File: src/rtl/core_pkg.sv
// Shared types and constants for the branch/PC stage of the single-cycle core.
package core_pkg;

  // Branch condition codes carried in funct3.
  typedef enum logic [2:0] {
    BR_BEQ  = 3'b000,
    BR_BNE  = 3'b001,
    BR_NO2  = 3'b010,
    BR_NO3  = 3'b011,
    BR_BLT  = 3'b100,
    BR_BGE  = 3'b101,
    BR_BLTU = 3'b110,
    BR_BGEU = 3'b111
  } br_cond_e;

  // PC sequencing states.
  typedef enum logic [1:0] {
    BOOT = 2'd0,
    RUN  = 2'd1,
    TRAP = 2'd2
  } pc_state_e;

  // Default reset and trap vectors.
  localparam logic [31:0] RESET_VEC = 32'h0000_0000;
  localparam logic [31:0] TRAP_VEC  = 32'h0000_0100;

endpackage

File: src/rtl/br_cond.sv
// Purely combinational branch-condition decode from funct3 and comparator flags.
module br_cond
  import core_pkg::*;
(
  input  logic [2:0] i_funct3,
  input  logic       i_eq,
  input  logic       i_lt,
  output logic       o_cond
);

  // Select the comparator flag (or its inverse) named by funct3.
  always_comb begin
    // NOTE: every always_comb output gets a default first, so no path can infer a latch.
    o_cond = 1'b0;
    case (br_cond_e'(i_funct3))
      BR_BEQ:            o_cond = i_eq;
      BR_BNE:            o_cond = !i_eq;
      BR_BLT,  BR_BLTU:  o_cond = i_lt;
      BR_BGE,  BR_BGEU:  o_cond = !i_lt;
      default:           o_cond = 1'b0;
    endcase
  end

endmodule

File: src/rtl/branch_pc_unit.sv
// Branch resolution, next-PC selection, PC register, misaligned-target trap
// and retired-instruction counter.
module branch_pc_unit #(
  parameter int          ADDR_W    = 32,
  parameter logic [ADDR_W-1:0] RESET_VEC = core_pkg::RESET_VEC,
  parameter logic [ADDR_W-1:0] TRAP_VEC  = core_pkg::TRAP_VEC
) (
  input  logic              clk,
  input  logic              rst_n,
  input  logic              pc_en,
  input  logic              is_branch,
  input  logic              is_jal,
  input  logic              is_jalr,
  input  logic [2:0]        funct3,
  input  logic              br_equal,
  input  logic              br_less,
  input  logic [ADDR_W-1:0] rs1_data,
  input  logic [ADDR_W-1:0] imm,
  output logic              br_unsigned,
  output logic [ADDR_W-1:0] pc,
  output logic [ADDR_W-1:0] pc_four,
  output logic              pc_valid,
  output logic              br_taken,
  output logic              trap,
  output logic [ADDR_W-1:0] bad_addr,
  output logic [31:0]       retired
);

  import core_pkg::pc_state_e;
  import core_pkg::BOOT;
  import core_pkg::RUN;
  import core_pkg::TRAP;

  pc_state_e         r_state;
  pc_state_e         w_next_state;
  logic [ADDR_W-1:0] r_pc;
  logic [ADDR_W-1:0] r_bad_addr;
  logic [31:0]       r_retired;

  logic              w_cond;
  logic              w_xfer;
  logic              w_taken;
  logic [ADDR_W-1:0] w_target;
  logic [ADDR_W-1:0] w_next_pc;
  logic              w_misaligned;
  logic              w_advance;

  br_cond u_br_cond (
    .i_funct3 (funct3),
    .i_eq     (br_equal),
    .i_lt     (br_less),
    .o_cond   (w_cond)
  );

  // Target: JALR base+imm with bit 0 cleared wins over the PC-relative forms.
  always_comb begin
    w_target = r_pc + imm;
    if (is_jalr) begin
      w_target = (rs1_data + imm) & ~{{(ADDR_W-1){1'b0}}, 1'b1};
    end
  end

  assign w_xfer       = is_jalr | is_jal | (is_branch & w_cond);
  assign w_taken      = (r_state == RUN) & w_xfer;
  assign w_misaligned = w_taken & (w_target[1:0] != 2'b00);
  assign pc_four      = r_pc + ADDR_W'(4);
  assign w_next_pc    = w_taken ? w_target : pc_four;
  assign w_advance    = (r_state == RUN) & pc_en;

  // Next-state decode: BOOT and TRAP last one cycle; RUN traps on an enabled misaligned transfer.
  always_comb begin
    w_next_state = r_state;
    case (r_state)
      BOOT:    w_next_state = RUN;
      RUN:     if (pc_en && w_misaligned) w_next_state = TRAP;
      TRAP:    w_next_state = RUN;
      default: w_next_state = BOOT;
    endcase
  end

  // State register.
  always_ff @(posedge clk or negedge rst_n) begin
    // NOTE: sequential state uses non-blocking assignments so all registers update from pre-edge values.
    if (!rst_n) r_state <= BOOT;
    else        r_state <= w_next_state;
  end

  // PC, trap address and retire counter advance only on an enabled RUN cycle.
  always_ff @(posedge clk or negedge rst_n) begin
    if (!rst_n) begin
      r_pc       <= RESET_VEC;
      r_bad_addr <= '0;
      r_retired  <= '0;
    end else if (w_advance) begin
      if (w_misaligned) begin
        r_pc       <= TRAP_VEC;
        r_bad_addr <= w_target;
      end else begin
        r_pc      <= w_next_pc;
        r_retired <= r_retired + 32'd1;
      end
    end
  end

  assign br_unsigned = funct3[1];
  assign br_taken    = w_taken;
  assign pc          = r_pc;
  assign pc_valid    = (r_state == RUN);
  assign trap        = (r_state == TRAP);
  assign bad_addr    = r_bad_addr;
  assign retired     = r_retired;

endmodule

File: config.mk
export PLATFORM = sky130hd
export DESIGN_NAME = branch_pc_unit
export DESIGN_NICKNAME = d
export VERILOG_FILES = /design/src/rtl/core_pkg.sv /design/src/rtl/br_cond.sv /design/src/rtl/branch_pc_unit.sv
export SDC_FILE = /design/constraint.sdc
export NUM_CORES = 1
export LEC_CHECK = 0
export CORE_MARGIN = 1.5
export CORE_UTILIZATION = 55
export CTS_BUF_LIST = sky130_fd_sc_hd__clkbuf_2
export DETAILED_ROUTE_END_ITERATION = 16
export GPL_ROUTABILITY_DRIVEN = 0
export PLACE_DENSITY_LB_ADDON = 0.3
export SLEW_MARGIN = 20
export SYNTH_ARGS = -nofsm -noshare
export SYNTH_HDL_FRONTEND = slang
export SYNTH_HIERARCHICAL = 1
export SYNTH_SLANG_ARGS = --single-unit
File: constraint.sdc
create_clock -name clk -period 7.55 [get_ports clk]
set_clock_uncertainty 0.1 [all_clocks]
set_input_delay 1.1325 -clock clk [delete_from_list [all_inputs] [get_ports clk]]
set_output_delay 1.1325 -clock clk [all_outputs]
set_load 0.1 [all_outputs]
==> Word-level counts from Yosys, hierarchy flattened <==
Cells that the tools add are included.
W data, S select, Z words.
{ "word_totals": {"ff_bits": 98, "latch_bits": 0, "mem_bits_rw": 0, "romBits": 0, "out_inout_bits": 132, "elab_cells": 40, "mem_count": 0} }
{ "op_classes": {"n_addsub": 4, "multipliers": 0, "n_div": 0, "n_lt_le_gt_ge": 0, "n_eq_ne": 8, "shift": 0, "muxes": 6, "n_bitwise": 7, "reduce_logical": 11} }
{ "op_table": {"columns": ["cell", "count"], "rows": [
  ["$mux W32", 3],
  ["$add A32 B32 Y32", 2],
  ["$add A32 B1 Y32 const B", 1],
  ["$add A32 B3 Y32 const B", 1],
  ["$eq A3 B3 Y1 const B", 4],
  ["$reduce_or A2 Y1", 3],
  ["$and A1 B1 Y1", 4],
  ["$pmux W1 S4", 1],
  ["$pmux W2 S2", 1],
  ["$reduce_and A2 Y1", 2],
  ["$eq A3 B1 Y1 const B", 1],
  ["$logic_not A3 Y1", 1],
  ["$eq A2 B1 Y1 const B", 1],
  ["$eq A2 B2 Y1 const B", 1],
  ["$logic_not A1 Y1", 2],
  ["$logic_not A2 Y1", 1],
  ["$mux W2", 1],
  ["$ne A2 B1 Y1 const B", 1],
  ["$or A1 B1 Y1", 2],
  ["$reduce_bool A2 Y1", 1],
  ["$logic_and A1 B1 Y1", 1],
  ["$not A1 Y1", 1]
]} }

==> Longest topological paths before layout <==
Gate-level depths: netlist (run 1).
{ "depth": {"word_depth": 10, "ltp_mapped": 12, "ltp_nobuf": 12} }

==> Hierarchy <==
The synthesis (run 1) kept the hierarchy.
{ "by_module_without_submodules": {"columns": ["mod", "instances", "cells_each", "area_each_um2", "seq_area_each_um2"], "rows": [
  ["branch_pc_unit", 1, 988, 8169.1, 2452.4],
  ["br_cond", 1, 5, 36.3, 0.0]
]} }

==> Worst setup path before layout (run 1) <==
No wires, ideal clock.
{ "synth_timing": {"kind": "reg2out", "startpoint": "register r_pc[11], in the netlist pc[11]", "endpoint": "output pc_four[29]", "t_arrival_ns": 4.076, "required_time_ns": 6.318, "slack_ns": 2.241, "path_stages_with_launch": 8, "cell_sequence": "dfrtp_1 > and3_1 > nand4_1 > nor4_2 > nand4_1 > nor2_1 > nand4_1 > xnor2_1"} }
{ "synth_via": {"elab_chain_cells": 1} }
{ "synth_rtl": {"columns": ["element", "line_no", "rtl"], "rows": [
  ["from (decl)", "branch_pc_unit.sv:36", "logic [ADDR_W-1:0] r_pc;"],
  ["from (signal assigned)", "branch_pc_unit.sv:99", "r_pc <= w_next_pc;"],
  ["$add A32 B3 Y32", "branch_pc_unit.sv:66", "assign pc_four = r_pc + ADDR_W'(4);"],
  ["to (decl)", "branch_pc_unit.sv:21", "output logic [ADDR_W-1:0] pc_four,"]
]} }
Every way passes these cells.

==> Worst setup path after layout (run 1) <==
{ "layout_timing": {"startpoint": "input funct3[2]", "endpoint": "output br_taken"} }
{ "layout_via": {"elab_chain_cells": 6, "word_cells_on_any_way": 12} }
{ "layout_rtl": {"columns": ["element", "line_no", "rtl"], "rows": [
  ["from (decl)", "branch_pc_unit.sv:14", "input logic [2:0] funct3,"],
  ["$eq A3 B3 Y1", "br_cond.sv:15", "case (br_cond_e'(i_funct3))"],
  ["$reduce_or A2 Y1", "br_cond.sv:15", null],
  ["$pmux W1 S4 *", "br_cond.sv:15", null],
  ["net w_cond", "branch_pc_unit.sv:40", "logic w_cond;"],
  ["$and A1 B1 Y1 *", "branch_pc_unit.sv:63", "assign w_xfer = is_jalr | is_jal | (is_branch & w_cond);"],
  ["$or A1 B1 Y1 *", "branch_pc_unit.sv:63", null],
  ["$and A1 B1 Y1 *", "branch_pc_unit.sv:64", "assign w_taken = (r_state == RUN) & w_xfer;"],
  ["to (decl)", "branch_pc_unit.sv:23", "output logic br_taken,"]
]} }
The timed path passes the listed nets; every way through them passes the cells marked *.

==> results of run 1 <==
cells in the mapped netlist (15+ instances only):
cell,number,area share [%]
nor2_1,72,3.3
a21oi_1,95,5.8
nand3_1,41,2.5
a21o_1,31,2.8
xor2_1,42,4.5
o21ai_0,73,4.5
ha_1,63,9.6
nor2b_1,15,1.1
nand4_1,19,1.4
xnor2_1,71,7.6
and3_1,18,1.4
o21ai_1,15,0.91
nand2_1,122,5.6
clkbuf_1,25,1.1
nor3_1,17,1.0
dfrtp_1,98,30
kinds of logic (layout without fill, tap and decap cells):
| logic type | count (synthesis) | after routing | share of synthesized area [%] |
|---|---|---|---|
| simple gates | 348 | 348 | 20.3 |
| compound gates | 309 | 309 | 24.0 |
| xor+xnor | 113 | 113 | 12.1 |
| flops | 98 | 98 | 29.9 |
| fa+ha+maj | 65 | 65 | 10.1 |
| buf+inv | 51 | 242 | 2.55 |
| mux | 9 | 9 | 1.14 |
| other cells | 0 | 1 | 0 |
critical path: cells and delay by family:
family / cells / cell delay [ns]
simple gates: 2 / 0.91
buf+inv: 3 / 1.78
compound gates: 2 / 0.61
state kept, by name (all words and copies together), names as in the netlist:
| signal | cells |
|---|---|
| bad_addr | 32 |
| pc | 32 |
| retired | 32 |
| r_state | 2 |
worst max path at each step:
stage	depth (start not counted)	slack, ns	to
after floorplan	7	2.24	pc_four[29]
after global placement	7	2.07	br_taken
after CTS	7	1.94	br_taken
after detailed placement	7	1.94	br_taken
final	7	1.89	br_taken
after global routing	7	1.75	br_taken
layout make-up:
cell class / instances / area share (%)
diodes: 1 / 0.0238
inverters: 15 / 0.535
flip-flops and latches: 98 / 23.3
multi-input cells: 844 / 52.7
well taps: 184 / 2.19
repair buffers: 211 / 19.9
clock buffers: 9 / 0.428
clock inverters: 7 / 0.892
power by group through the flow:
stage	Clock (mW)	Combinational [mW]	Sequential, mW
4_1_cts	0.302	3.46	0.890
3_3_place_gp	0	3.43	0.895
3_5_place_dp	0	3.46	0.900
6_report	0.295	3.48	0.894
2_1_floorplan	0	1.53	1.99
5_1_grt	0.324	3.64	0.920
per-layer routing:
layer / share of wire, % / up-vias / global-route usage [%]
li1: - / 3983 / -
met1: 44 / 3897 / 42.3
met2: 46 / 356 / 49.2
met3: 7.0 / 51 / 4.66
met4: 3.1 / 0 / 11.7
met5: 0 / - / 0
==> metrics.yaml, run 1 <==
worst_setup_path:
  cp_slowest_stage_delay_ns: 1.02
  worst_path_max_delay_cell: "clkdlybuf4s50_1"
  crit_top_cell: "clkdlybuf4s50_1"
  reg2regPathDepth: 10
  reg2reg_slack_ns: 3.58
  cp.arrival_ns: 4.43
  crit_chain: "clkdlybuf4s50_1 > or3_1 > a32oi_1 > a211oi_2 > nand2b_1 > clkinv_1 > clkdlybuf4s50_1"
  crit_start: "funct3[2]"
  cp.required_ns: 6.32
  r2r-end: "retired[28]$_DFFE_PN0P_"
  crit_type: "primary input to output port"
  cp-start-kind: "primary input"
  r2r_start: "pc[0]$_DFFE_PN0P_"
  worstPathMaxFanout: 20
  cp-end-kind: "output port"
cts:
  post-cts-setup-buffer-count: 0
  htree_levels: 3
  cts_buffers: 9
  cts.hold.buffers_added: 0
  clkSlewWorstSetupHoldPaths_ns: 0.31
  clock-sinks: 98
  cts_resized: 0
  clock_path_buffers: 2
  cts_tree: "done"
  cts-root-buf: "clkbuf_2"
  clock_latency_ns: 0.61
job:
  maxCapViolCount: 0
final_layout:
  regArea_sq_um: 2450
  finalNonFillerCells: 1369
  fin_area_sq_um: 10500
  fin_util_pct: 72.4
  nFillCells: 1165
  multiInputGateArea_sq_um: 5540
  nNetsFinal: 1319
  final_common_cell: "clkdlybuf4s50_1"
  mostFrequentLayoutCells: "204 x clkdlybuf4s50_1, 122 x nand2_1, 98 x dfrtp_1, 95 x a21oi_1, 73 x o21ai_0"
  drive_gt1_share_pct: 4.05
  syn2layout_area_growth_pct: 28.2
global_routing:
  grt_pass1_vias: 7743
  antenna_found_initial: 1
  grt_pass1_wl_um: 39100
  overflow: 0
  track_usage_pct: 30.8
  grt_max_degree: 75
routing:
  post_drt_wl_per_cell_um: 17.8
  via_count: 8287
  firstDrtPassIters: 5
  drt_iter0_markers: 603
  routed_wl_um: 24300
  drc_errors: 0
  antenna_left: 0
  vias_per_cell: 6.05
sta:
  holdWs_ns: 0.238
  slew_headroom_pct: 29.5
  final_hold_viol_count: 0
  fmax_mhz: 177
  fin_setup_tns_ns: 0
  period_needed_ns: 5.66
  rsz0062_at_grt: "no"
  tightest_slew_ns: 1.05
  setup_viol: 0
  timing.final.crit_share_pct: 75.0
  slew_violations: 0
  worst_slack_ns: 1.89
yosys:
  syn_area_sq_um: 8210
  async_reset_ff_share_pct: 100
  ys_seq_elements: 98
  synth_area_per_cell_sq_um: 8.26
  seq_area_frac_synth_pct: 29.9
  synth_warnings: 6
  synth_fp_nets: 1133
  synth-edff-count: 0
  netlist_instances: 993
  synthDistinctLibCells: 76
  ys.flop_type: "dfrtp_1"
power_and_ir_drop:
  net-switching-power_mw: 2.99
  finalPower_mw: 4.67
  power_density_nw_per_um2: 444
  seqPwrFrac_pct: 19.2
  combPwrFrac_pct: 74.5
  switching_share_pct: 64.1
  vdd_drop_max_mv: 0.362
  p_leak_nw: 4.55
  p_int_mw: 1.67
  p_clk_share_pct: 6.3
placed_design:
  place_ws_ns: 1.94
  placed_cells: 1352
  place_area_sq_um: 10400
  hpwl_um: 19100
  portBuffers: 206
floorplan:
  ios: 207
  fp.dieH_um: 125
  floorplan.initialDensity_pct: 56.5
  core_sq_um: 14500
  rows: 44
  dieArea_sq_um: 15700
  die_x_um: 125
worst_hold_path:
  hold_path_class: "primary input to asynchronous set/reset pin"
status:
  status: "complete, no violations"
Note: power is estimated with default switching activity, not from simulation.
==> run 2, diff against run 1 <==
--- a/config.mk
+++ b/config.mk
@@ -6,7 +6,7 @@
 export NUM_CORES = 1
 export LEC_CHECK = 0
 export CORE_MARGIN = 1.5
-export CORE_UTILIZATION = 55
+export CORE_UTILIZATION = 47
 export CTS_BUF_LIST = sky130_fd_sc_hd__clkbuf_2
 export DETAILED_ROUTE_END_ITERATION = 16
 export GPL_ROUTABILITY_DRIVEN = 0
==> constraint.sdc (replaced) <==
create_clock -name clk -period 5.2 [get_ports clk]
set_clock_uncertainty 0.1 [all_clocks]
set_input_delay 0.78 -clock clk [delete_from_list [all_inputs] [get_ports clk]]
set_output_delay 0.78 -clock clk [all_outputs]
set_load 0.1 [all_outputs]
==> run 2 against run 1 <==
Effect of this change:
- critical path type is now register to output port
- non-clock buffer count grew 6
- largest cell class unchanged
- final area grew 0.68%
- cell count grew 3.7%
- worst hold slack lost 0.099 ns
- first-iteration DRC count shrank 3.0%
- combinational power grew 46%
==> metrics.yaml, run 2 (same netlist as run 1, synthesis figures left out) <==
status:
  status: "complete, no violations"
cts:
  clock-sinks: 98  # unchanged
  clock_latency_ns: 0.67  # +0.06 ns
  clock_path_buffers: 2  # unchanged
  cts_resized: 0  # unchanged
  cts.hold.buffers_added: 0  # unchanged
  clkSlewWorstSetupHoldPaths_ns: 0.35  # +0.04 ns
  post-cts-setup-buffer-count: 0  # unchanged
  cts-root-buf: "clkbuf_2"
  cts_buffers: 9  # unchanged
  cts_tree: "done"
  htree_levels: 3  # unchanged
sta:
  fin_setup_tns_ns: 0  # unchanged
  timing.final.crit_share_pct: 89.8
  tightest_slew_ns: 1.09  # +0.0338 ns
  slew_violations: 0  # unchanged
  rsz0062_at_grt: "no"
  final_hold_viol_count: 0  # unchanged
  fmax_mhz: 214
  setup_viol: 0  # unchanged
  slew_headroom_pct: 27.2  # -2.3 points
  period_needed_ns: 4.67
job:
  maxCapViolCount: 0  # unchanged
global_routing:
  antenna_found_initial: 2  # +1
  grt_use_met2_pct: 45.9  # -3.3 points
  overflow: 0  # unchanged
  track_usage_pct: 28.6  # -2.2 points
  use_met1_pct: 39.1  # -3.2 points
  grt-busiest-layer: "met2"
  grt_pass1_vias: 7953  # +2.7%
  grt_max_degree: 75  # unchanged
  grt.met3_usage_pct: 4.00  # -0.66 points
  grt_pass1_wl_um: 40800  # +4.5%
placed_design:
  hpwl_um: 20000  # +4.8%
  portBuffers: 206  # unchanged
  place_area_sq_um: 10500  # +0.74%
power_and_ir_drop:
  seqPwrFrac_pct: 19.2  # about the same
  p_clk_share_pct: 6.0  # -0.3 points
  net-switching-power_mw: 4.40  # +47%
  vdd_drop_max_mv: 0.516  # +43%
  combPwrFrac_pct: 74.8  # +0.3 points
  power_density_nw_per_um2: 641  # +45%
  p_leak_nw: 4.60  # +1.1%
  switching_share_pct: 64.8  # +0.66 points
  finalPower_mw: 6.79  # +46%
  p_int_mw: 2.39  # +43%
routing:
  routed_wl_um: 25800  # +6.2%
  vias_per_cell: 5.93  # -2.1%
  post_drt_wl_per_cell_um: 18.2  # +2.4%
  antenna_left: 0  # unchanged
  via_count: 8412  # +1.5%
  drt_iter0_markers: 585  # -3.0%
  drc_errors: 0  # unchanged
  firstDrtPassIters: 5  # unchanged
worst_setup_path:
  cp.arrival_ns: 3.79  # -0.64 ns
  cp-end-kind: "output port"
  crit_chain: "and3_1 > nand2_1 > nor3_1 > and3_1 > xor2_1 > clkdlybuf4s50_1"
  worst_path_max_delay_cell: "clkdlybuf4s50_1"
  cp.required_ns: 4.32  # -2.00 ns
  crit_type: "register to output port"
  cp-start-kind: "register"
  crit_top_cell: "and3_1"
  cp_slowest_stage_delay_ns: 1.16  # +0.14 ns
  worstPathMaxFanout: 7  # -65%
floorplan:
  fp.dieH_um: 135  # +8.0%
  die_x_um: 135  # +8.0%
  ios: 207  # unchanged
  core_sq_um: 17200  # +18%
  floorplan.initialDensity_pct: 47.8  # -8.7 points
  rows: 48  # +9.1%
  dieArea_sq_um: 18300  # +17%
final_layout:
  final_common_cell: "clkdlybuf4s50_1"
  mostFrequentLayoutCells: "191 x clkdlybuf4s50_1, 122 x nand2_1, 98 x dfrtp_1, 95 x a21oi_1, 73 x o21ai_0"
  drive_gt1_share_pct: 5.63  # +1.6 points
  fin_area_sq_um: 10600  # +0.68%
  syn2layout_area_growth_pct: 29.0
  multiInputGateArea_sq_um: 5540  # unchanged
  nFillCells: 1569  # +35%
  regArea_sq_um: 2450  # unchanged
  nNetsFinal: 1325  # +0.45%
worst_hold_path:
  hold_path_class: "primary input to asynchronous set/reset pin"
==> run 2: cell type report <==
cell class,instances,share of cell area [%]
tap,225,2.66
multi-input combinational,844,52.4
inverter,15,0.532
clock buffer,9,0.425
timing repair buffer,217,20.0
clock inverter,7,0.768
antenna,4,0.0945
sequential,98,23.2
==> run 2: through the flow <==
stage / worst slack [ns] / instances / util, % / hold slack (ns)
after floorplan: 0.244 / 993 / - / 0.345
after global placement: 1.00 / 1399 / 60.8 / 0.362
after detailed placement: 0.920 / 1399 / 60.8 / 0.364
after CTS: 0.517 / 1415 / 61.6 / 0.135
after global routing: 0.287 / 1419 / 61.6 / 0.128
final: 0.529 / 1419 / 61.6 / 0.139
==> run 2: power by group through the flow <==
stage	Clock, mW	Combinational [mW]	Sequential (mW)
4_1_cts	0.417	5.06	1.30
3_3_place_gp	0	5.01	1.31
3_5_place_dp	0	5.05	1.31
5_1_grt	0.453	5.31	1.34
2_1_floorplan	0	2.23	2.89
6_report	0.409	5.08	1.30
==> run 2: path summary, 6_finish.rpt <==
kind	slack (ns)	startpoint	depth (start not counted)	end
worst max-delay path	0.53	pc[4]$_DFFE_PN0P_	6	pc_four[13]
worst min-delay path	0.14	rst_n	1	pc[20]$_DFFE_PN0P_
worst max register to register	1.75	pc[0]$_DFFE_PN0P_	10	retired[28]$_DFFE_PN0P_
worst min register to register	0.40	retired[31]$_DFFE_PN0P_	1	retired[31]$_DFFE_PN0P_
max in group asynchronous	3.92	rst_n	2	retired[28]$_DFFE_PN0P_
min in group clk	0.40	retired[31]$_DFFE_PN0P_	1	retired[31]$_DFFE_PN0P_
==> run 2: per-layer routing <==
layer	up-vias	share of wire, %
met5	-	0
met4	0	3.2
met3	63	7.8
met2	419	46
met1	3934	43
li1	3996	-
==> run 2: critical path, delay by kind of cell, from the launching register on <==
family	cells	cell delay, ns
simple gates	4	1.25
buf+inv	1	1.16
flops	1	0.56
xor+xnor	1	0.18
==> RTL change 1: new RTL, flow settings as in run 2 <==
Make the reset (`rst_n`) synchronous in 2 clocked blocks.
--- a/src/rtl/branch_pc_unit.sv
+++ b/src/rtl/branch_pc_unit.sv
@@ -79,14 +79,14 @@
   end
 
   // State register.
-  always_ff @(posedge clk or negedge rst_n) begin
+  always_ff @(posedge clk) begin
     // NOTE: sequential state uses non-blocking assignments so all registers update from pre-edge values.
     if (!rst_n) r_state <= BOOT;
     else        r_state <= w_next_state;
   end
 
   // PC, trap address and retire counter advance only on an enabled RUN cycle.
-  always_ff @(posedge clk or negedge rst_n) begin
+  always_ff @(posedge clk) begin
     if (!rst_n) begin
       r_pc       <= RESET_VEC;
       r_bad_addr <= '0;
Formal check against the unedited RTL: differs if rst_n is asserted again (counterexample within 4 cycles, from zero or initial values and one cycle with rst_n low); with rst_n held inactive, the same outputs for 4 cycles.
==> RTL change 1 against run 2 <==
Sequential cell count unchanged; register-to-register slack got worse by 0.10 ns; routed wire length rose by 5.4%; global-route usage grew 0.59 points; cell area is 0.12% lower; via count increased by 7.9%; fmax is 1.3% lower; worst setup slack worse by 0.060 ns; critical path depth increased by 1; critical path type unchanged; area after synthesis increased by 0.55%.
Power is left out: it rests on default switching activity, and per cell area and clock period it moved more than threefold.
==> RTL change 1: results (changes against run 2) <==
- Vias per cell: 6.04 (+1.8%)
- Top cells by area, synth: dfxtp_1 24%, ha_1 9.6%, a21oi_1 6.5%
- Register area: 1960 um^2 (-20%)
- Pin count of the biggest net entering global routing: 41 (-45%)
- Tot GR Track Use: 29.2% (+0.59 points)
- YS warnings: 6 (unchanged)
- Final #Nets: 1412 (+6.6%)
- Ys flop type: dfxtp_1
- Syn Nets: 1239 (+9.4%)
- Post-CTS setup buffers: 0 (unchanged)
- Fillers: 1591 (+1.4%)
- Compound-cell area share of the yosys netlist: 26.3% (+2.3 points)
- Clock buffer depth: 2 (unchanged)
- CP max FO: 9 (+2)
- Synth cell types: 72 (-5.3%)
- Multi-input logic area: 6010 um^2 (+8.4%)
- Most frequent cells after synthesis: 122 x nand2_1, 114 x nor2_1, 107 x a21oi_1, 98 x dfxtp_1, 90 x o21ai_0
- Root Buffer Master: clkbuf_2
- # port buffers: 206 (unchanged)
- Iter 0 DRT Violations: 789 (+35%)
- Largest class: multi-input combinational cells
- Nonclk buf count: 216 (-0.46%)
- Post-synthesis xor/xnor area fraction: 10.9% (-1.1 points)
- CP max-delay cell: clkdlybuf4s50_1
- Cts repair resizes: 0 (unchanged)
- Worst skew pair latency: 0.70 ns (+0.03 ns)
- Hold crit path type: flip-flop to flip-flop
- Register area share after synthesis: 23.8% (-6.1 points)
- Arr. time, crit path: 3.85 ns (+0.06 ns)
- Synth Area in Adders: 10.0% (-0.055 points)
- H-tree depth: 3 (unchanged)
- Clock-pin slew on the worst setup and hold paths: 0.31 ns (-0.04 ns)
- WL/cell: 18.1 um (-0.45%)
- Synth async-reset ratio: 0% (-100 points)
- Max stage delay on crit path: 1.18 ns (+0.02 ns)
- CP delay by family, top: buffers and inverters
- Clkbuf count: 9 (unchanged)
- Non-Clock Inverter Count: 17 (+2)
- ClkCell Share: 1.36% (+0.17 points)
- Antenna cells: 1 (-3)
- Final Slew Violations: 0 (unchanged)
- Slew HR: 27.6% (+0.34 points)
- 1st-pass router iterations: 5 (unchanged)
- Mux share of post-synthesis cell area: 2.44% (+1.3 points)
- First-pass GRT wire length: 42100 um (+3.1%)
- Ratio of cells with drive above 1 in the final layout: 4.46% (-1.2 points)
- #FFs+latches synth: 98 (unchanged)
- #MultiIn Comb: 930 (+10%)
- Number of global-route vias before repair: 8169 (+2.7%)
- Initial antenna violation count: 1 (-1)
- Buffer share of cell area: 20.0% (-0.023 points)
- Dpl hpwl: 21200 um (+5.8%)
- Outcome: finished clean
==> RTL change 1: final timing paths <==
kind | start | endpoint | slack (ns) | cells after the start
min | bad_addr[27] | bad_addr[27] | 0.37 | 2
max reg2reg | pc[0] | retired[31] | 1.65 | 9
max | pc[2] | pc_four[14] | 0.47 | 7
min reg2reg | bad_addr[27] | bad_addr[27] | 0.37 | 2
==> RTL change 1: metrics by stage <==
stage / area, um^2 / std cells / setup slack, ns
2_1_floorplan: 8250 / 1099 / 0.372
3_3_place_gp: 10400 / 1486 / 0.866
3_5_place_dp: 10400 / 1486 / 0.781
4_1_cts: 10600 / 1502 / 0.513
5_1_grt: 10600 / 1503 / 0.368
6_report: 10600 / 1503 / 0.469
==> RTL change 1: routing by layer <==
metal | up-vias | track usage, % | routed length, um
met1 | 4222 | 39.6 | 11800
met4 | 0 | 9.92 | 793
li1 | 4355 | - | -
met2 | 428 | 45.6 | 12100
met5 | - | 0 | 0
met3 | 69 | 6.47 | 2550
==> RTL change 2: new RTL, settings of run 2 <==
Made on the original files. `ADDR_W`: 32 -> 36.
--- a/src/rtl/branch_pc_unit.sv
+++ b/src/rtl/branch_pc_unit.sv
@@ -1,7 +1,7 @@
 // Branch resolution, next-PC selection, PC register, misaligned-target trap
 // and retired-instruction counter.
 module branch_pc_unit #(
-  parameter int          ADDR_W    = 32,
+  parameter int          ADDR_W    = 36,
   parameter logic [ADDR_W-1:0] RESET_VEC = core_pkg::RESET_VEC,
   parameter logic [ADDR_W-1:0] TRAP_VEC  = core_pkg::TRAP_VEC
 ) (
Ports: changed (5 resized); port bits go from 207 to 227. The function was not compared with the original's and may differ.
==> RTL change 2 against run 2 <==
Critical path depth decreased by 1; sequential cell count grew 8; sequential power up 10%; synthesized cell count rose by 14%; worst setup slack improved by 0.020 ns; cell area up 11%; first-iteration DRC count grew 53%; routed wire length rose by 16%; area after synthesis rose by 13%; power grew 10%; core utilization is 1.2 points lower; count of clock-buffer cells in the layout up 1; critical path type unchanged.
==> RTL change 2: results (changes against run 2) <==
- Power Internal: 2.62 mW (+9.6%)
- Number of global-route vias before repair: 8690 (+9.3%)
- Worst slack at placement: 0.870 ns (-0.0506 ns)
- Multi-input logic area: 6230 um^2 (+12%)
- Worst-Margin Slew: 1.05 ns (-0.0415 ns)
- Cells after Synth: 1131 (+14%)
- Post-route cell area: 11700 um^2 (+11%)
- Switching Fraction: 64.9% (+0.13 points)
- Syn Nets: 1287 (+14%)
- Dpl hpwl: 23300 um (+17%)
- ClkCell Share: 0.981% (-0.21 points)
- Leak: 5.18 nW (+13%)
- Buffer share of cell area: 19.4% (-0.57 points)
- Placed Area: 11600 um^2 (+11%)
- Vias per cell: 5.90 (-0.48%)
- Clock group: 0.424 mW (+4%)
- Combinational share of power: 75.2% (+0.4 points)
- Post-synthesis xor/xnor area fraction: 11.7% (-0.34 points)
- 1st-pass router iterations: 6 (+1)
- Finished Layout Cells: 1596 (+12%)
- Clock-pin slew on the worst setup and hold paths: 0.31 ns (-0.04 ns)
- Worst r2r path cells: 11 (+1)
- Outcome: finished clean
- CP startpoint: pc[6]
- Arr. time, crit path: 3.77 ns (-0.02 ns)
## RTL change 2: cell types whose count changed after synthesis, sizes merged, moves of 14 or more
cell    change
clkbuf     +14
nand3      -14
nand2      +23
o21ai      +26
inv        +19
## RTL change 2: critical path: cells and delay by family (launching register included)
family / cells / cell delay, ns
flops: 1 / 0.59
xor+xnor: 1 / 0.35
simple gates: 3 / 0.98
buf+inv: 1 / 1.20
## RTL change 2: cell families after synthesis
logic type	count (synthesis)
buffers and inverters	83
AO/OA/AOI/OAI	361
AND/OR/NAND/NOR	368
multiplexers	16
flip-flops	106
XOR/XNOR	124
adder cells (fa/ha/maj)	73
## RTL change 2: metal layers
metal | global-route usage (%) | wire length, um | vias to the layer above
met5 | 0 | 0 | -
met4 | 10.9 | 905 | 0
met3 | 3.53 | 2590 | 71
met2 | 44.6 | 13200 | 478
li1 | - | - | 4478
met1 | 41.7 | 13300 | 4389
